**config.mk**
```make
export PLATFORM = sky130hd
export DESIGN_NAME = uart_rx_byte_fifo
export DESIGN_NICKNAME = d
export VERILOG_FILES = /design/src/rtl/uart_rx_byte_fifo.sv
export SDC_FILE = /design/constraint.sdc
export NUM_CORES = 1
export LEC_CHECK = 0
export CORE_MARGIN = 1
export CORE_UTILIZATION = 39
export CTS_BUF_LIST = sky130_fd_sc_hd__clkbuf_4 sky130_fd_sc_hd__clkbuf_8 sky130_fd_sc_hd__clkbuf_16
export DETAILED_ROUTE_END_ITERATION = 10
export PLACE_DENSITY = 0.55
export SLEW_MARGIN = 5
export SYNTH_ARGS = -nofsm -noshare
export SYNTH_HDL_FRONTEND = slang
export SYNTH_SLANG_ARGS = --single-unit
```
**constraint.sdc**
```tcl
create_clock -name clk_clk -period 2.3 [get_ports clk_clk]
set_input_delay 0.23 -clock clk_clk [delete_from_list [all_inputs] [get_ports clk_clk]]
set_output_delay 0.23 -clock clk_clk [all_outputs]
set_load 0.05 [all_outputs]
```
**src/rtl/uart_rx_byte_fifo.sv**
```systemverilog
// uart_rx_byte_fifo
//
// Byte FIFO placed directly after the RS232 core's Avalon-ST receive source.
// Received bytes, with their framing/parity error flag, are buffered and
// presented to a bursty consumer through an Avalon-ST source with full
// ready/valid backpressure. The block also reports the fill level, an
// almost-full warning and a saturating count of received error bytes.
//
// Build option:
//   UART_RX_FIFO_ERR_DROP_EN  when defined, error beats are handshaken and
//                             counted but not stored; out_error is tied to 0.
//                             When undefined, error beats are stored and
//                             emerge in order with out_error=1.
//
// Parameters:
//   DEPTH        entries, power of two, 4..256
//   ALMOST_FULL  almost_full threshold, 1..DEPTH
//
// Ports:
//   clk_clk        in   sole clock, rising edge
//   reset_reset_n  in   asynchronous active-low reset
//   in_data        in   [7:0] received byte
//   in_error       in   error flag for in_data
//   in_valid       in   in_data/in_error valid
//   in_ready       out  FIFO can accept (not full)
//   out_data       out  [7:0] head byte
//   out_error      out  head error flag
//   out_valid      out  FIFO non-empty
//   out_ready      in   consumer accepts head
//   clear          in   synchronous flush of pointers, count and err_count
//   fill_level     out  [AW:0] stored entries
//   almost_full    out  fill_level >= ALMOST_FULL
//   err_count      out  [7:0] accepted error beats, saturating at 255

module uart_rx_byte_fifo #(
    parameter int DEPTH       = 16,
    parameter int ALMOST_FULL = 12
) (
    input  logic                     clk_clk,
    input  logic                     reset_reset_n,
    input  logic [7:0]               in_data,
    input  logic                     in_error,
    input  logic                     in_valid,
    output logic                     in_ready,
    output logic [7:0]               out_data,
    output logic                     out_error,
    output logic                     out_valid,
    input  logic                     out_ready,
    input  logic                     clear,
    output logic [$clog2(DEPTH):0]   fill_level,
    output logic                     almost_full,
    output logic [7:0]               err_count
);

    localparam int AW = $clog2(DEPTH);
    localparam logic [AW:0] FULL_LVL = (AW+1)'(DEPTH);
    localparam logic [AW:0] AF_LVL   = (AW+1)'(ALMOST_FULL);

`ifdef UART_RX_FIFO_ERR_DROP_EN
    // Error beats never reach storage, so only the data byte is kept.
    localparam int MW = 8;
`else
    localparam int MW = 9;
`endif

    logic [MW-1:0] mem [DEPTH];

    logic [AW-1:0] wr_ptr_reg;
    logic [AW-1:0] rd_ptr_reg;
    logic [AW:0]   count_reg;
    logic [7:0]    err_count_reg;

    logic accept;
    logic consume;
    logic store;
    logic full;

    // Status flags come straight from the registered count, so in_ready has
    // no combinational path from out_ready.
    assign full      = (count_reg == FULL_LVL);
    assign in_ready  = !full;
    assign out_valid = (count_reg != '0);

    assign accept  = in_valid && in_ready;
    assign consume = out_valid && out_ready;

`ifdef UART_RX_FIFO_ERR_DROP_EN
    // Error beats complete the handshake but are discarded.
    assign store     = accept && !in_error;
    assign out_data  = mem[rd_ptr_reg];
    assign out_error = 1'b0;
`else
    assign store     = accept;
    assign out_data  = mem[rd_ptr_reg][7:0];
    assign out_error = mem[rd_ptr_reg][8];
`endif

    assign fill_level  = count_reg;
    assign almost_full = (count_reg >= AF_LVL);
    assign err_count   = err_count_reg;

    // Storage is not reset; only the pointers/count define what is valid.
    always_ff @(posedge clk_clk) begin
        if (store && !clear) begin
`ifdef UART_RX_FIFO_ERR_DROP_EN
            mem[wr_ptr_reg] <= in_data;
`else
            mem[wr_ptr_reg] <= {in_error, in_data};
`endif
        end
    end

    always_ff @(posedge clk_clk or negedge reset_reset_n) begin
        if (!reset_reset_n) begin
            wr_ptr_reg    <= '0;
            rd_ptr_reg    <= '0;
            count_reg     <= '0;
            err_count_reg <= '0;
        end else if (clear) begin
            // Flush wins over any transfer in the same cycle.
            wr_ptr_reg    <= '0;
            rd_ptr_reg    <= '0;
            count_reg     <= '0;
            err_count_reg <= '0;
        end else begin
            // Pointers wrap naturally because DEPTH is a power of two.
            if (store) begin
                wr_ptr_reg <= wr_ptr_reg + 1'b1;
            end
            if (consume) begin
                rd_ptr_reg <= rd_ptr_reg + 1'b1;
            end
            case ({store, consume})
                2'b10:   count_reg <= count_reg + 1'b1;
                2'b01:   count_reg <= count_reg - 1'b1;
                default: count_reg <= count_reg;
            endcase
            // Dropped error beats are still counted.
            if (accept && in_error && (err_count_reg != 8'hFF)) begin
                err_count_reg <= err_count_reg + 1'b1;
            end
        end
    end

endmodule

```
Yosys cells after proc, flatten, opt, wreduce, memory -nomap -nowiden
Memory sizes are Yosys's and may differ from the RTL's.
Cells that the tools add are included.
Operators by class
  add/subtract/negate cells: 5
  order comparisons: 1
  eq/ne operators: 4
  multiplexer cells: 10
  reductions and logical operators: 12
Operator list (count)
  $mux 4: 4
  $mux 8: 2
  $pmux 5 s2: 1
  $add 4x1->4 const B: 2
  $add 8x1->8 const B: 1
  $ne 8x8->1 const B: 1
  $reduce_bool 2->1: 3
  $add 5x1->5 const B: 1
  $eq 5x5->1 const B: 1
  $ge 5x4->1 const B: 1
  $logic_and 1x1->1: 5
  $mux 5: 1
  $reduce_bool 5->1: 1
  $sub 5x1->5 const B: 1
  $reduce_bool 3->1: 1
  $eq 2x1->1 const B: 1
  $eq 2x2->1 const B: 1
  $logic_not 1->1: 2
  $mux 1: 2
Storage, ports and cells
  flip-flop bits (word level): 21
  memory bits (writable): 144
  input port bits: 14
  output and inout bits: 25
  word-level logic and storage cells: 37
  memories kept: 1
Memories
  mem: words 16, bits a word 9, rd ports 1, clocked after memory_dff 0, wr ports 1, line 66  | logic [MW-1:0] mem [DEPTH];

Longest topological paths before layout
  depth in word-level cells: 7
  mapped depth: 12
  depth with buffers taken out: 10

Worst setup path after synthesis
Ideal clock, no wire load.
  kind: reg2reg
  start: reg count_reg[1], in the netlist fill_level[1]
  end: reg count_reg[4], in the netlist fill_level[4]
  setup time: 0.124 ns
  arrival: 2.677 ns
  required time: 2.176 ns
  path slack: -0.500 ns
  cell stages (with the launch flop): 13
  buffers on the path: 2
  clock period less this slack: 2.800 ns
  cell sequence: dfrtp_1 -> buf_6 -> or4_4 -> buf_6 -> o21ai_4 -> a21oi_1 -> xor2_1 -> ha_1 -> o31a_2 -> o21ai_0 -> o21ai_1 -> a21oi_1 -> nor3b_2
Between the ends
  longest elaborated chain between the ends: 6
  elaborated cells on any way between the ends: 12
  those cells by class: add/sub (2); eq/ne (3); mux (2); reduce/logical (5)
Ends and longest elaborated chain
  from (decl): line 70  | logic [AW:0] count_reg;
  from (signal assigned): line 134  | 2'b10: count_reg <= count_reg + 1'b1;
  from (signal assigned): line 135  | 2'b01: count_reg <= count_reg - 1'b1;
  from (signal assigned): line 136  | default: count_reg <= count_reg;
  $eq 5x5->1: line 80  | assign full = (count_reg == FULL_LVL);
  $logic_not 1->1: line 81  | assign in_ready = !full;
  $logic_and 1x1->1: line 84  | assign accept = in_valid && in_ready;
  $eq 2x1->1 / $eq 2x2->1 (equally long branches): line 133  | case ({store, consume})
  $pmux 5 s2: line 133
  $mux 5: line 119  | end else if (clear) begin
Several ways; a longest one is shown, not always the timed one.
A chain may end at the register's enable or synchronous reset.

Final worst setup path
  start: reg rd_ptr_reg[0]
  end: out out_data[4]
Between the ends
  longest elaborated chain between the ends: 1
Ends and longest elaborated chain
  from (decl): line 69  | logic [AW-1:0] rd_ptr_reg;
  from (signal assigned): line 131  | rd_ptr_reg <= rd_ptr_reg + 1'b1;
  $mem_v2 16x9
  to (decl): line 45  | output logic [7:0] out_data,
Every way passes these cells.

==> results_tabular.tex <==
\begin{tabular}{lr}
\hline
Metric & Value \\
\hline
\multicolumn{2}{l}{\textbf{Run status}} \\
Run status & complete, but fails checks \\
Failing checks & setup timing \\
\multicolumn{2}{l}{\textbf{Setup path}} \\
Setup slack of the most critical reg-to-reg path & 0.02 ns \\
Critical Path Max Stage Delay & 0.50 ns \\
RR Endpoint & fill\_level[4]\$\_DFFE\_PN0P\_ \\
Startpoint of the worst register-to-register path & fill\_level[1]\$\_DFFE\_PN0P\_ \\
Critical path's slowest cell & sky130\_fd\_sc\_hd\_\_mux4\_2 \\
Crit path top cell by count & sky130\_fd\_sc\_hd\_\_mux4\_2 \\
Arrival time of data at the critical path endpoint & $\sim$2.3 ns \\
Endpoint class of the critical path & output port \\
Type of the setup path with the least slack & flip-flop to output port \\
Worst Setup SP & rd\_ptr\_reg[0]\$\_DFFE\_PN0P\_ \\
Required time of the critical path & 2.07 ns \\
Largest fanout on the critical path & 6 \\
CP startpoint kind & flip-flop \\
Worst Reg-to-Reg Cells & 10 \\
Critical Path Sink & out\_data[4] \\
Cell-by-cell listing of the critical path & buf\_4 -> clkbuf\_16 -> mux4\_2 -> mux4\_2 -> buf\_6 \\
\multicolumn{2}{l}{\textbf{Die}} \\
Vert. Die Dim & 135 um \\
Floorplan Core Area & 17200 um\^{}2 \\
I/O pin count & 39 \\
Die footprint & approximately 18000 um\^{}2 \\
Starting Density & between 30\% and 40\% \\
Rows & 48 \\
Die span in x & 135 um \\
\multicolumn{2}{l}{\textbf{Clock network}} \\
Clk slew on worst S/H paths & 0.06 ns \\
Number of sinks on the clock net & between 150 and 200 \\
TritonCTS Buffers & 17 \\
Root buffer selected by CTS & sky130\_fd\_sc\_hd\_\_clkbuf\_16 \\
Maximum buffer depth of the clock tree & 2 \\
H-tree depth & 4 \\
Clock network latency to the later pin of the worst-skew pair & 0.41 ns \\
Number of hold buffers added after cts & 0 \\
Clock tree from TritonCTS & done \\
\multicolumn{2}{l}{\textbf{STA}} \\
Slew Limit Headroom & $\sim$55\% \\
Max Freq & 0.397 GHz \\
Final cycle utilization of the critical path & 110\% \\
RSZ-0062 raised after global routing & true \\
Final number of hold-violating endpoints & 0 \\
Final count of pins violating max slew & 0 \\
Final critical-path required period & 2.52 ns \\
Actual transition at the worst max-transition pin & around 0.68 ns \\
Setup clock skew after layout & 0.00502 ns \\
Final setup violation count & 9 \\
Min setup slack post-route & -0.220 ns \\
\multicolumn{2}{l}{\textbf{Power}} \\
Net switching share of the total power & roughly 29\% \\
Cell-internal power & between 6 and 7 mW \\
Clk pwr share & 31.0\% \\
Cell Pwr Density & between 1000 and 1500 nW/um\^{}2 \\
Comb power frac & $\sim$29\% \\
Leak pwr & 2.84 nW \\
Maximum VDD drop & around 600 uV \\
Sequential fraction of design power & 39.7\% \\
Power, Total & around 8.7 mW \\
Net load switching power & 2.55 mW \\
\multicolumn{2}{l}{\textbf{Detailed routing}} \\
Post-DRT Antenna Nets & 0 \\
Drt drc & 0 \\
Drt initial violations & 300 \\
Post-Route WL & 14800 um \\
Total number of vias & 3611 \\
Avg WL per Cell & around 21 um \\
Mean number of vias per cell & 5.23 \\
First-pass iteration count of the detailed router & 4 \\
\multicolumn{2}{l}{\textbf{Synth}} \\
Warnings from Yosys & 0 \\
Part of the Yosys area used for sequential elements & 70.8\% \\
Unique masters post-synth & 43 \\
Synthesized instance count & 364 \\
Post-synthesis instance area & 6850 um\^{}2 \\
Flip-flop and latch count after synthesis & 165 \\
Synth Net Count & roughly 390 \\
Mean Syn Cell Area & 18.8 um\^{}2 \\
\multicolumn{2}{l}{\textbf{Placement}} \\
Routability congestion estimate & about 0.8 \\
Placed cell areas & 7810 um\^{}2 \\
PortBufs & 38 \\
HPWL Detailed & approximately 9100 um \\
\multicolumn{2}{l}{\textbf{Global routing}} \\
Pin count of the biggest net entering global routing & 22 \\
Grt ovf & 0 \\
Via count of the first global-routing pass & around 3800 \\
Number of antenna violations at the first check in global routing & 0 \\
Wire length of the first global-routing pass & 22000 um \\
Total GRT Usage & 17.1\% \\
\multicolumn{2}{l}{\textbf{Layout}} \\
Net count of the finished layout & $\sim$470 \\
Post-route standard cell area excluding fillers & around 8500 um\^{}2 \\
Highest-count cells in the layout ignoring fill and taps & sky130\_fd\_sc\_hd\_\_edfxtp\_1 (144), sky130\_fd\_sc\_hd\_\_mux4\_2 (45), sky130\_fd\_sc\_hd\_\_nor2\_1 (38) \\
Final cell utilization of the core & 49.4\% \\
P\&R area growth vs syn & 24.2\% \\
Proportion of layout cells with a drive suffix above 1 & 31.6\% \\
Most common cell after layout, fill and taps aside & sky130\_fd\_sc\_hd\_\_edfxtp\_1 \\
Antenna diode count & 0 \\
Number of flip-flops under the largest register name & 144 \\
\multicolumn{2}{l}{\textbf{Run}} \\
Max Cap Violations & 0 \\
\multicolumn{2}{l}{\textbf{Min path}} \\
Worst hold path type & input port to asynchronous set/reset pin \\
\hline
\end{tabular}
power groups by stage:
stage / clock network (mW) / registers [mW] / logic [mW]
2_1_floorplan: 0 / 3.62 / 1.51
3_3_place_gp: 0 / 3.50 / 2.36
3_5_place_dp: 0 / 3.51 / 2.37
4_1_cts: 2.74 / 3.45 / 2.43
5_1_grt: 2.84 / 3.45 / 2.70
6_report: 2.69 / 3.44 / 2.54
Yosys cell counts:
cell type / number / area [um^2]
sky130_fd_sc_hd__ha_1: 8 / 100
sky130_fd_sc_hd__o21ai_1: 2 / 10.0
sky130_fd_sc_hd__clkbuf_8: 1 / 13.8
sky130_fd_sc_hd__clkbuf_1: 5 / 18.8
sky130_fd_sc_hd__xnor2_1: 8 / 70.1
sky130_fd_sc_hd__o21ai_4: 1 / 16.3
sky130_fd_sc_hd__nand3b_1: 1 / 7.51
sky130_fd_sc_hd__o211a_1: 1 / 10.0
sky130_fd_sc_hd__dfrtp_1: 21 / 526
sky130_fd_sc_hd__nor3b_2: 1 / 12.5
sky130_fd_sc_hd__buf_6: 4 / 45.0
sky130_fd_sc_hd__nand3_1: 5 / 25.0
sky130_fd_sc_hd__buf_2: 3 / 15.0
sky130_fd_sc_hd__o221a_4: 1 / 20.0
sky130_fd_sc_hd__nor4_1: 4 / 25.0
sky130_fd_sc_hd__a31oi_1: 1 / 6.26
sky130_fd_sc_hd__a32oi_1: 1 / 8.76
sky130_fd_sc_hd__mux4_2: 45 / 1010
sky130_fd_sc_hd__a21oi_1: 7 / 35.0
sky130_fd_sc_hd__nand3_2: 1 / 10.0
sky130_fd_sc_hd__or4_4: 1 / 11.3
sky130_fd_sc_hd__o21ai_0: 5 / 25.0
sky130_fd_sc_hd__o211ai_1: 1 / 7.51
sky130_fd_sc_hd__a211oi_1: 1 / 7.51
sky130_fd_sc_hd__nand2_1: 17 / 63.8
sky130_fd_sc_hd__edfxtp_1: 144 / 4320
sky130_fd_sc_hd__or3b_2: 1 / 8.76
sky130_fd_sc_hd__nor3_1: 2 / 10.0
sky130_fd_sc_hd__or3_1: 2 / 12.5
sky130_fd_sc_hd__o211ai_4: 1 / 21.3
sky130_fd_sc_hd__buf_1: 3 / 11.3
sky130_fd_sc_hd__nand4_1: 2 / 12.5
sky130_fd_sc_hd__nor4_4: 1 / 21.3
sky130_fd_sc_hd__a21oi_2: 1 / 8.76
sky130_fd_sc_hd__o31a_2: 1 / 10.0
sky130_fd_sc_hd__inv_1: 6 / 22.5
sky130_fd_sc_hd__nand2b_1: 2 / 12.5
sky130_fd_sc_hd__nor2_1: 38 / 143
sky130_fd_sc_hd__or4_1: 1 / 7.51
sky130_fd_sc_hd__xor2_1: 8 / 70.1
sky130_fd_sc_hd__buf_12: 1 / 20.0
sky130_fd_sc_hd__nor3b_1: 2 / 15.0
sky130_fd_sc_hd__mux2i_1: 2 / 20.0
metal layers:
metal | share of wire (%) | global-route usage, %
met5 | 0 | 0
met4 | 0.81 | 4.49
met3 | 2.8 | 3.75
met2 | 52 | 29.4
met1 | 44 | 21.9
cells by family after synthesis:
| kind of cell | count (synthesis) | synth area share [%] |
|---|---|---|
| AND/OR/NAND/NOR | 81 | 5.80 |
| flip-flops | 165 | 70.8 |
| AO/OA/AOI/OAI | 24 | 2.72 |
| multiplexers | 47 | 15.1 |
| buffers and inverters | 23 | 2.14 |
| XOR/XNOR | 16 | 2.04 |
| adder cells (fa/ha/maj) | 8 | 1.46 |
what timing repair did:
| item | in CTS | in global routing |
|---|---|---|
| endpoints found under the setup margin | 11 | 11 |
| buffers inserted | 1 | 2 |
| resized for setup | 11 | 2 |
| cloned | 0 | 3 |
worst max-delay path, delay by kind of cell (launching register included):
| kind | cells | cell delay, ns |
|---|---|---|
| buffers and inverters | 3 | 0.50 |
| DFF | 1 | 0.38 |
| muxes | 2 | 0.99 |
metrics by stage:
| step | hold slack (ns) | TNS (ns) | cells | setup WS [ns] |
|---|---|---|---|---|
| finish | 0.168 | -1.79 | 690 | -0.220 |
| CTS | 0.164 | -1.86 | 685 | -0.232 |
| global placement | 0.558 | 0 | 652 | 0.0490 |
| floorplan | -0.0656 | -0.576 | 364 | -0.351 |
| global route | 0.185 | -2.44 | 690 | -0.282 |
| detailed placement | 0.590 | 0 | 652 | 0.0235 |
how the worst min path moves through the flow:
stage / to / slack [ns]
2_1_floorplan: err_count[0]$_DFFE_PN0P_ / -0.07
3_3_place_gp: err_count[7]$_DFFE_PN0P_ / 0.56
3_5_place_dp: err_count[7]$_DFFE_PN0P_ / 0.59
4_1_cts: fill_level[3]$_DFFE_PN0P_ / 0.16
5_1_grt: fill_level[3]$_DFFE_PN0P_ / 0.19
6_report: fill_level[3]$_DFFE_PN0P_ / 0.17
area by class of cell:
class	instances	area, um^2
clock inverter	15	138
inverter	6	22.5
sequential	165	4850
clock buffer	17	425
tap	225	282
timing repair buffer	86	925
fill	1422	8720
multi-input combinational	176	1870
Note: power is estimated with default switching activity, not from simulation.
